<file path="config.mk">
export PLATFORM = sky130hd
export DESIGN_NAME = vga_sync_decoder
export DESIGN_NICKNAME = d
export VERILOG_FILES = /design/src/rtl/vga_sync_decoder.sv
export SDC_FILE = /design/constraint.sdc
export NUM_CORES = 1
export LEC_CHECK = 0
export CORE_UTILIZATION = 52
export CTS_CLUSTER_SIZE = 12
export DETAILED_ROUTE_END_ITERATION = 10
export PLACE_DENSITY = 0.75
export SLEW_MARGIN = 20
export SYNTH_ARGS = -nofsm -noshare
export SYNTH_HDL_FRONTEND = slang
export SYNTH_SLANG_ARGS = --single-unit
</file>
<file path="constraint.sdc">
create_clock -name i_Clk -period 2.15 [get_ports i_Clk]
set_input_delay 0.43 -clock i_Clk [delete_from_list [all_inputs] [get_ports i_Clk]]
set_output_delay 0.43 -clock i_Clk [all_outputs]
set_load 0.03 [all_outputs]
</file>
<file path="src/rtl/vga_sync_decoder.sv">
// vga_sync_decoder
// Receive side of the VGA timing interface. Recovers pixel coordinates and
// the active-video flag from HSync/VSync, checks line/frame timing and
// reports lock status and timing errors. All outputs are registered and
// trail the sampled sync inputs by a fixed two clocks.
module vga_sync_decoder #(
    parameter int WIDTH        = 640,
    parameter int HEIGHT       = 480,
    parameter int H_SYNC_WIDTH = 96,
    parameter int H_BACK_PORCH = 48,
    parameter int H_TOTAL      = 800,
    parameter int V_SYNC_WIDTH = 2,
    parameter int V_BACK_PORCH = 31,
    parameter int V_TOTAL      = 524,
    parameter int LOCK_FRAMES  = 2
) (
    input  logic        i_Clk,
    input  logic        i_Reset,
    input  logic        i_HSync,
    input  logic        i_VSync,
    output logic [11:0] o_x,
    output logic [11:0] o_y,
    output logic        o_Valid,
    output logic        o_Locked,
    output logic        o_FrameStart,
    output logic        o_Err
);

    localparam logic [11:0] HA_C           = 12'(H_SYNC_WIDTH + H_BACK_PORCH);
    localparam logic [11:0] HA_END_C       = 12'(H_SYNC_WIDTH + H_BACK_PORCH + WIDTH - 1);
    localparam logic [11:0] VA_C           = 12'(V_SYNC_WIDTH + V_BACK_PORCH);
    localparam logic [11:0] VA_END_C       = 12'(V_SYNC_WIDTH + V_BACK_PORCH + HEIGHT - 1);
    localparam logic [12:0] H_TOTAL_C      = 13'(H_TOTAL);
    localparam logic [12:0] V_TOTAL_C      = 13'(V_TOTAL);
    localparam logic [11:0] H_SYNC_C       = 12'(H_SYNC_WIDTH);
    localparam logic [11:0] V_SYNC_C       = 12'(V_SYNC_WIDTH);
    localparam logic [11:0] TIMEOUT_LAST_C = 12'(2 * H_TOTAL - 1);
    localparam logic [3:0]  LOCK_C         = 4'(LOCK_FRAMES);
    localparam logic [11:0] CNT_MAX_C      = 12'hFFF;

    typedef enum logic [1:0] {
        ST_SEARCH  = 2'd0,
        ST_ACQUIRE = 2'd1,
        ST_LOCKED  = 2'd2
    } state_t;

    logic        hs_r, vs_r, hs_d_r, vs_rise_r, fs_r, err_r;
    logic [11:0] hc_r, vc_r, hsw_r, vsw_r;
    logic [3:0]  good_r, good_next_s;
    state_t      state_r, state_next_s;

    logic        hrise_s, fs_s, line_bad_s, frame_bad_s, timeout_s, err_s;
    logic        locked_s, active_s, valid_s, frame_start_s;
    logic [11:0] x_s, y_s;

    // Frame start is a line start where VSync is high but was low at the previous line start
    assign hrise_s = hs_r & ~hs_d_r;
    assign fs_s    = hrise_s & vs_r & ~vs_rise_r;

    // Register the sync inputs once and keep a delayed HSync for edge detection
    always_ff @(posedge i_Clk) begin
        if (i_Reset) begin
            hs_r   <= 1'b0;
            vs_r   <= 1'b0;
            hs_d_r <= 1'b0;
        end else begin
            hs_r   <= i_HSync;
            vs_r   <= i_VSync;
            hs_d_r <= hs_r;
        end
    end

    // Position counters and sync-width measurements, all saturating
    always_ff @(posedge i_Clk) begin
        if (i_Reset) begin
            hc_r      <= 12'd0;
            vc_r      <= 12'd0;
            hsw_r     <= 12'd0;
            vsw_r     <= 12'd0;
            vs_rise_r <= 1'b0;
            fs_r      <= 1'b0;
        end else begin
            fs_r <= fs_s;
            if (hrise_s) begin
                hc_r      <= 12'd0;
                hsw_r     <= 12'd1;
                vs_rise_r <= vs_r;
            end else begin
                hc_r  <= (hc_r != CNT_MAX_C) ? hc_r + 12'd1 : hc_r;
                hsw_r <= (hs_r && hsw_r != CNT_MAX_C) ? hsw_r + 12'd1 : hsw_r;
            end
            if (fs_s) begin
                vc_r  <= 12'd0;
                vsw_r <= 12'd1;
            end else if (hrise_s) begin
                vc_r  <= (vc_r != CNT_MAX_C) ? vc_r + 12'd1 : vc_r;
                vsw_r <= (vs_r && vsw_r != CNT_MAX_C) ? vsw_r + 12'd1 : vsw_r;
            end else begin
                vc_r  <= vc_r;
                vsw_r <= vsw_r;
            end
        end
    end

    // Timing checks; the counters still hold the previous line/frame on the check cycle
    always_comb begin
        line_bad_s  = (({1'b0, hc_r} + 13'd1) != H_TOTAL_C) || (hsw_r != H_SYNC_C);
        frame_bad_s = (({1'b0, vc_r} + 13'd1) != V_TOTAL_C) || (vsw_r != V_SYNC_C);
        timeout_s   = !hrise_s && (hc_r == TIMEOUT_LAST_C);
        if (state_r == ST_SEARCH) begin
            err_s = 1'b0;
        end else begin
            err_s = (hrise_s && line_bad_s) || (fs_s && frame_bad_s) || timeout_s;
        end
    end

    // Lock state register, good-frame count and error pulse
    always_ff @(posedge i_Clk) begin
        if (i_Reset) begin
            state_r <= ST_SEARCH;
            good_r  <= 4'd0;
            err_r   <= 1'b0;
        end else begin
            state_r <= state_next_s;
            good_r  <= good_next_s;
            err_r   <= err_s;
        end
    end

    // Lock state transitions: errors always fall back to SEARCH
    always_comb begin
        state_next_s = state_r;
        good_next_s  = good_r;
        case (state_r)
            ST_SEARCH: begin
                if (fs_s) begin
                    state_next_s = ST_ACQUIRE;
                    good_next_s  = 4'd0;
                end else begin
                    state_next_s = ST_SEARCH;
                end
            end
            ST_ACQUIRE: begin
                if (err_s) begin
                    state_next_s = ST_SEARCH;
                    good_next_s  = 4'd0;
                end else if (fs_s) begin
                    good_next_s = good_r + 4'd1;
                    if ((good_r + 4'd1) == LOCK_C) begin
                        state_next_s = ST_LOCKED;
                    end else begin
                        state_next_s = ST_ACQUIRE;
                    end
                end else begin
                    state_next_s = ST_ACQUIRE;
                end
            end
            ST_LOCKED: begin
                if (err_s) begin
                    state_next_s = ST_SEARCH;
                    good_next_s  = 4'd0;
                end else begin
                    state_next_s = ST_LOCKED;
                end
            end
            default: begin
                state_next_s = ST_SEARCH;
                good_next_s  = 4'd0;
            end
        endcase
    end

    // Decode the pixel currently described by the counters
    always_comb begin
        locked_s = (state_r == ST_LOCKED);
        active_s = (hc_r >= HA_C) && (hc_r <= HA_END_C) &&
                   (vc_r >= VA_C) && (vc_r <= VA_END_C);
        if (locked_s && active_s) begin
            valid_s = 1'b1;
            x_s     = hc_r - HA_C;
            y_s     = vc_r - VA_C;
        end else begin
            valid_s = 1'b0;
            x_s     = 12'd0;
            y_s     = 12'd0;
        end
        frame_start_s = locked_s && fs_r;
    end

    // Output registers, forming the second pipeline stage
    always_ff @(posedge i_Clk) begin
        if (i_Reset) begin
            o_x          <= 12'd0;
            o_y          <= 12'd0;
            o_Valid      <= 1'b0;
            o_Locked     <= 1'b0;
            o_FrameStart <= 1'b0;
            o_Err        <= 1'b0;
        end else begin
            o_x          <= x_s;
            o_y          <= y_s;
            o_Valid      <= valid_s;
            o_Locked     <= locked_s;
            o_FrameStart <= frame_start_s;
            o_Err        <= err_r;
        end
    end

endmodule

</file>
==> impl_results.md <==
* Status: complete, but fails checks
* Failing checks: negative setup slack
* Power density cells at 536 nW/um^2
* Worst Skew at 0.0102 ns
* Root Driver: clkbuf_8
* TritonCTS clock tree: built
* Antenna Cells at 0
* Hold Crit Class: reg -> reg
* Reg clk slew, reported paths at 0.09 ns
* Crit start category: register
* Max-cap viol count at 0
* Final instance area at 5400 sq um
* Minimum clock period at 2.19 ns
* WL per Instance at 14.6 microns
* Vias in the first global route at 3350
* Final net count at 568
* Core footprint at 7770 sq um
* TritonRoute pass-1 iters at 5
* Prevailing post-synth register cell: dfxtp_1
* Final setup margin at -0.0356 ns
* Final setup fails at 2
* Synth Cell Area at 4190 sq um
* WP data arrival at 2.47 ns
* Clock buffer depth at 2
* Critical path endpoint category: register
* Count of boundary I/O pins at 32
* Worst-path maximum fanout at 4
* Drt total wl at 9.50 mm
* First-pass GRT wire length at 14.9 mm
* DRC viols at 0
* Syn_area_per_cell at 8.83 sq um
* Synth warn at 0
* Routed Antenna Nets at 0
* Die width at 91.7 microns
* GPL Wtd Cong at 0.855
* Number of max-slew violations in the final report at 0
* Flop2flop setup slack at -0.04 ns
* Worst vdd ir at 0.259 mV
* Mapped Cells at 474
* Crit share post-route at 102%
* Vias at 3554
* Post-synthesis sequential element count at 88
* Placed Instance Area at 4900 sq um
* Share of cells above drive strength 1 at 23.4%
* Fill count at 563
* Ys async rst share at 0%
* Tightest Pin Transition at 0.456 ns
* Die area at 8420 sq um
* EDFF count, synth at 0
* Clk sinks at 88
* Cts bufs inserted at 9
* Hold_buf cts at 0
* Hold Fails Final Rpt at 0
* Largest net degree at the start of global routing at 24
* Detail Placement HPWL at 6.15 mm
* CP required at 2.44 ns
* Util after Layout at 69.5%
* Die height at 91.7 microns
* Vias/cell at 5.44
* CP Class: reg -> reg
* P_leak at 2.07 nW
* RSZ-0062 raised after global routing: yes
* Syn_nets at 495
* Initial antenna violation count at 0
* Grt ovf at 0
* Sequential area share after synthesis at 42.1%
* Gr usage total at 22.0%
* Starting DRT DRC Count at 153
* Starting density of the core at 53.9%
* Relative slew slack at 69.4%
* CTS H-tree depth at 3
* Max frequency at 458 MHz
* Distinct cells, synth at 54
* P&R area growth vs syn at 28.9%
* Setup_tns at -0.0461 ns
* Worst-skew pair later-pin latency at 0.36 ns
* Buffers on Ports at 31
* Row count at 32
-- final timing paths --
kind              cells past startpoint      endpoint  startpoint
hold / removal                        1  o_FrameStart        fs_r
hold reg to reg                       1  o_FrameStart        fs_r
setup reg to reg                      9     good_r[1]     hc_r[0]
setup / recovery                      9     good_r[1]     hc_r[0]
-- cell usage after synthesis, drive strengths merged, types with 4 or more instances --
cell     n  area share (%)
a21oi   25             3.0
and3     6            0.90
and4     6             1.3
buf     16             2.2
clkbuf   9            0.81
dfxtp   88              42
ha      17             5.1
inv     18             1.6
mux2i    4            0.96
nand2   38             3.4
nand2b   8             1.2
nand3   18             2.4
nand4   12             2.7
nor2    73             6.5
nor2b    5            0.75
nor3    18             2.2
nor4     9             1.9
o21ai   10             1.5
or3     10             1.5
xnor2   30             6.3
xor2    20             4.2
-- state kept, by name (all words and copies together), names as in the netlist, 2 cells and up --
| signal | count |
|---|---|
| state_r | 2 |
| o_x | 12 |
| vsw_r | 12 |
| o_y | 12 |
| good_r | 4 |
| hc_r | 12 |
| vc_r | 12 |
| hsw_r | 12 |
-- cell families (layout without fill, tap and decap cells) --
logic type	Yosys count	after routing	share of synthesized area [%]
buffers and inverters	43	120	4.60
AO/OA/AOI/OAI	55	55	9.44
AND/OR/NAND/NOR	216	216	27.1
flip-flops	88	88	42.1
XOR/XNOR	50	50	10.5
adder cells (fa/ha/maj)	18	18	5.41
multiplexers	4	4	0.956
-- routing by layer --
layer,wire length [microns],share of wire (%),vias up,track usage [%]
met5,0,0,-,0
met2,4710,50,100,37.9
met4,200,2.1,0,9.38
met1,4230,45,1679,27.2
li1,-,-,1755,-
met3,358,3.8,20,3.40
-- where the power goes --
group / switching [mW] / leakage (nW) / internal (mW)
Combinational: 0.0982 / 1.27 / 0.0917
Sequential: 0.0162 / 0.716 / 1.64
Clock: 0.570 / 0.0882 / 0.474
Total: 0.684 / 2.07 / 2.21
-- final cells by class --
class / count / area (sq um) / area share (%)
multi-input combinational: 343 / 2480 / 45.9
sequential: 88 / 1780 / 33.0
clock inverter: 3 / 17.5 / 0.325
tap: 102 / 128 / 2.36
timing repair buffer: 87 / 768 / 14.2
clock buffer: 12 / 155 / 2.88
inverter: 18 / 70.1 / 1.30
-- through the flow --
step | std cells | power, mW | setup WS [ns] | hold WS, ns
3_5_place_dp | 630 | 1.86 | -0.0977 | 0.448
4_1_cts | 649 | 2.87 | -0.0210 | 0.465
6_report | 653 | 2.89 | -0.0356 | 0.451
5_1_grt | 653 | 2.99 | -0.119 | 0.484
3_3_place_gp | 630 | 1.85 | -0.00591 | 0.442
2_1_floorplan | 474 | 1.79 | 0.00623 | 0.406
-- timing repair --
item,4_1_cts,5_1_grt
pin swaps,5,20
resized for setup,13,49
endpoints found under the setup margin,4,31
buffers inserted,4,3
cloned,0,1
-- critical path, cell delays in order (launching register included) --
cell	delay, ns
dfxtp_4	0.37
ha_4	0.18
buf_6	0.13
xnor2_4	0.17
a22oi_2	0.11
a21oi_2	0.18
a41oi_4	0.17
maj3_4	0.38
o21ai_4	0.19
mux2i_1	0.21
-- layout by cell type (no fill, tap or decap), types with 6 or more instances in the layout --
master / netlist / layout
xor2_1: 20 / 19
buf_4: 5 / 49
nand2b_1: 8 / 8
o21ai_0: 9 / 7
clkbuf_8: 0 / 11
dfxtp_1: 88 / 77
dfxtp_2: 0 / 9
ha_1: 17 / 12
nor2_1: 73 / 73
a21oi_1: 25 / 21
nand3_1: 17 / 17
nand4_1: 9 / 9
or3_1: 10 / 10
nand2_1: 38 / 37
inv_1: 18 / 15
clkdlybuf4s50_1: 0 / 31
nor3_1: 18 / 13
xnor2_1: 30 / 26
and4_1: 6 / 6
nor4_1: 7 / 6
(Power assumes the default switching activity.)
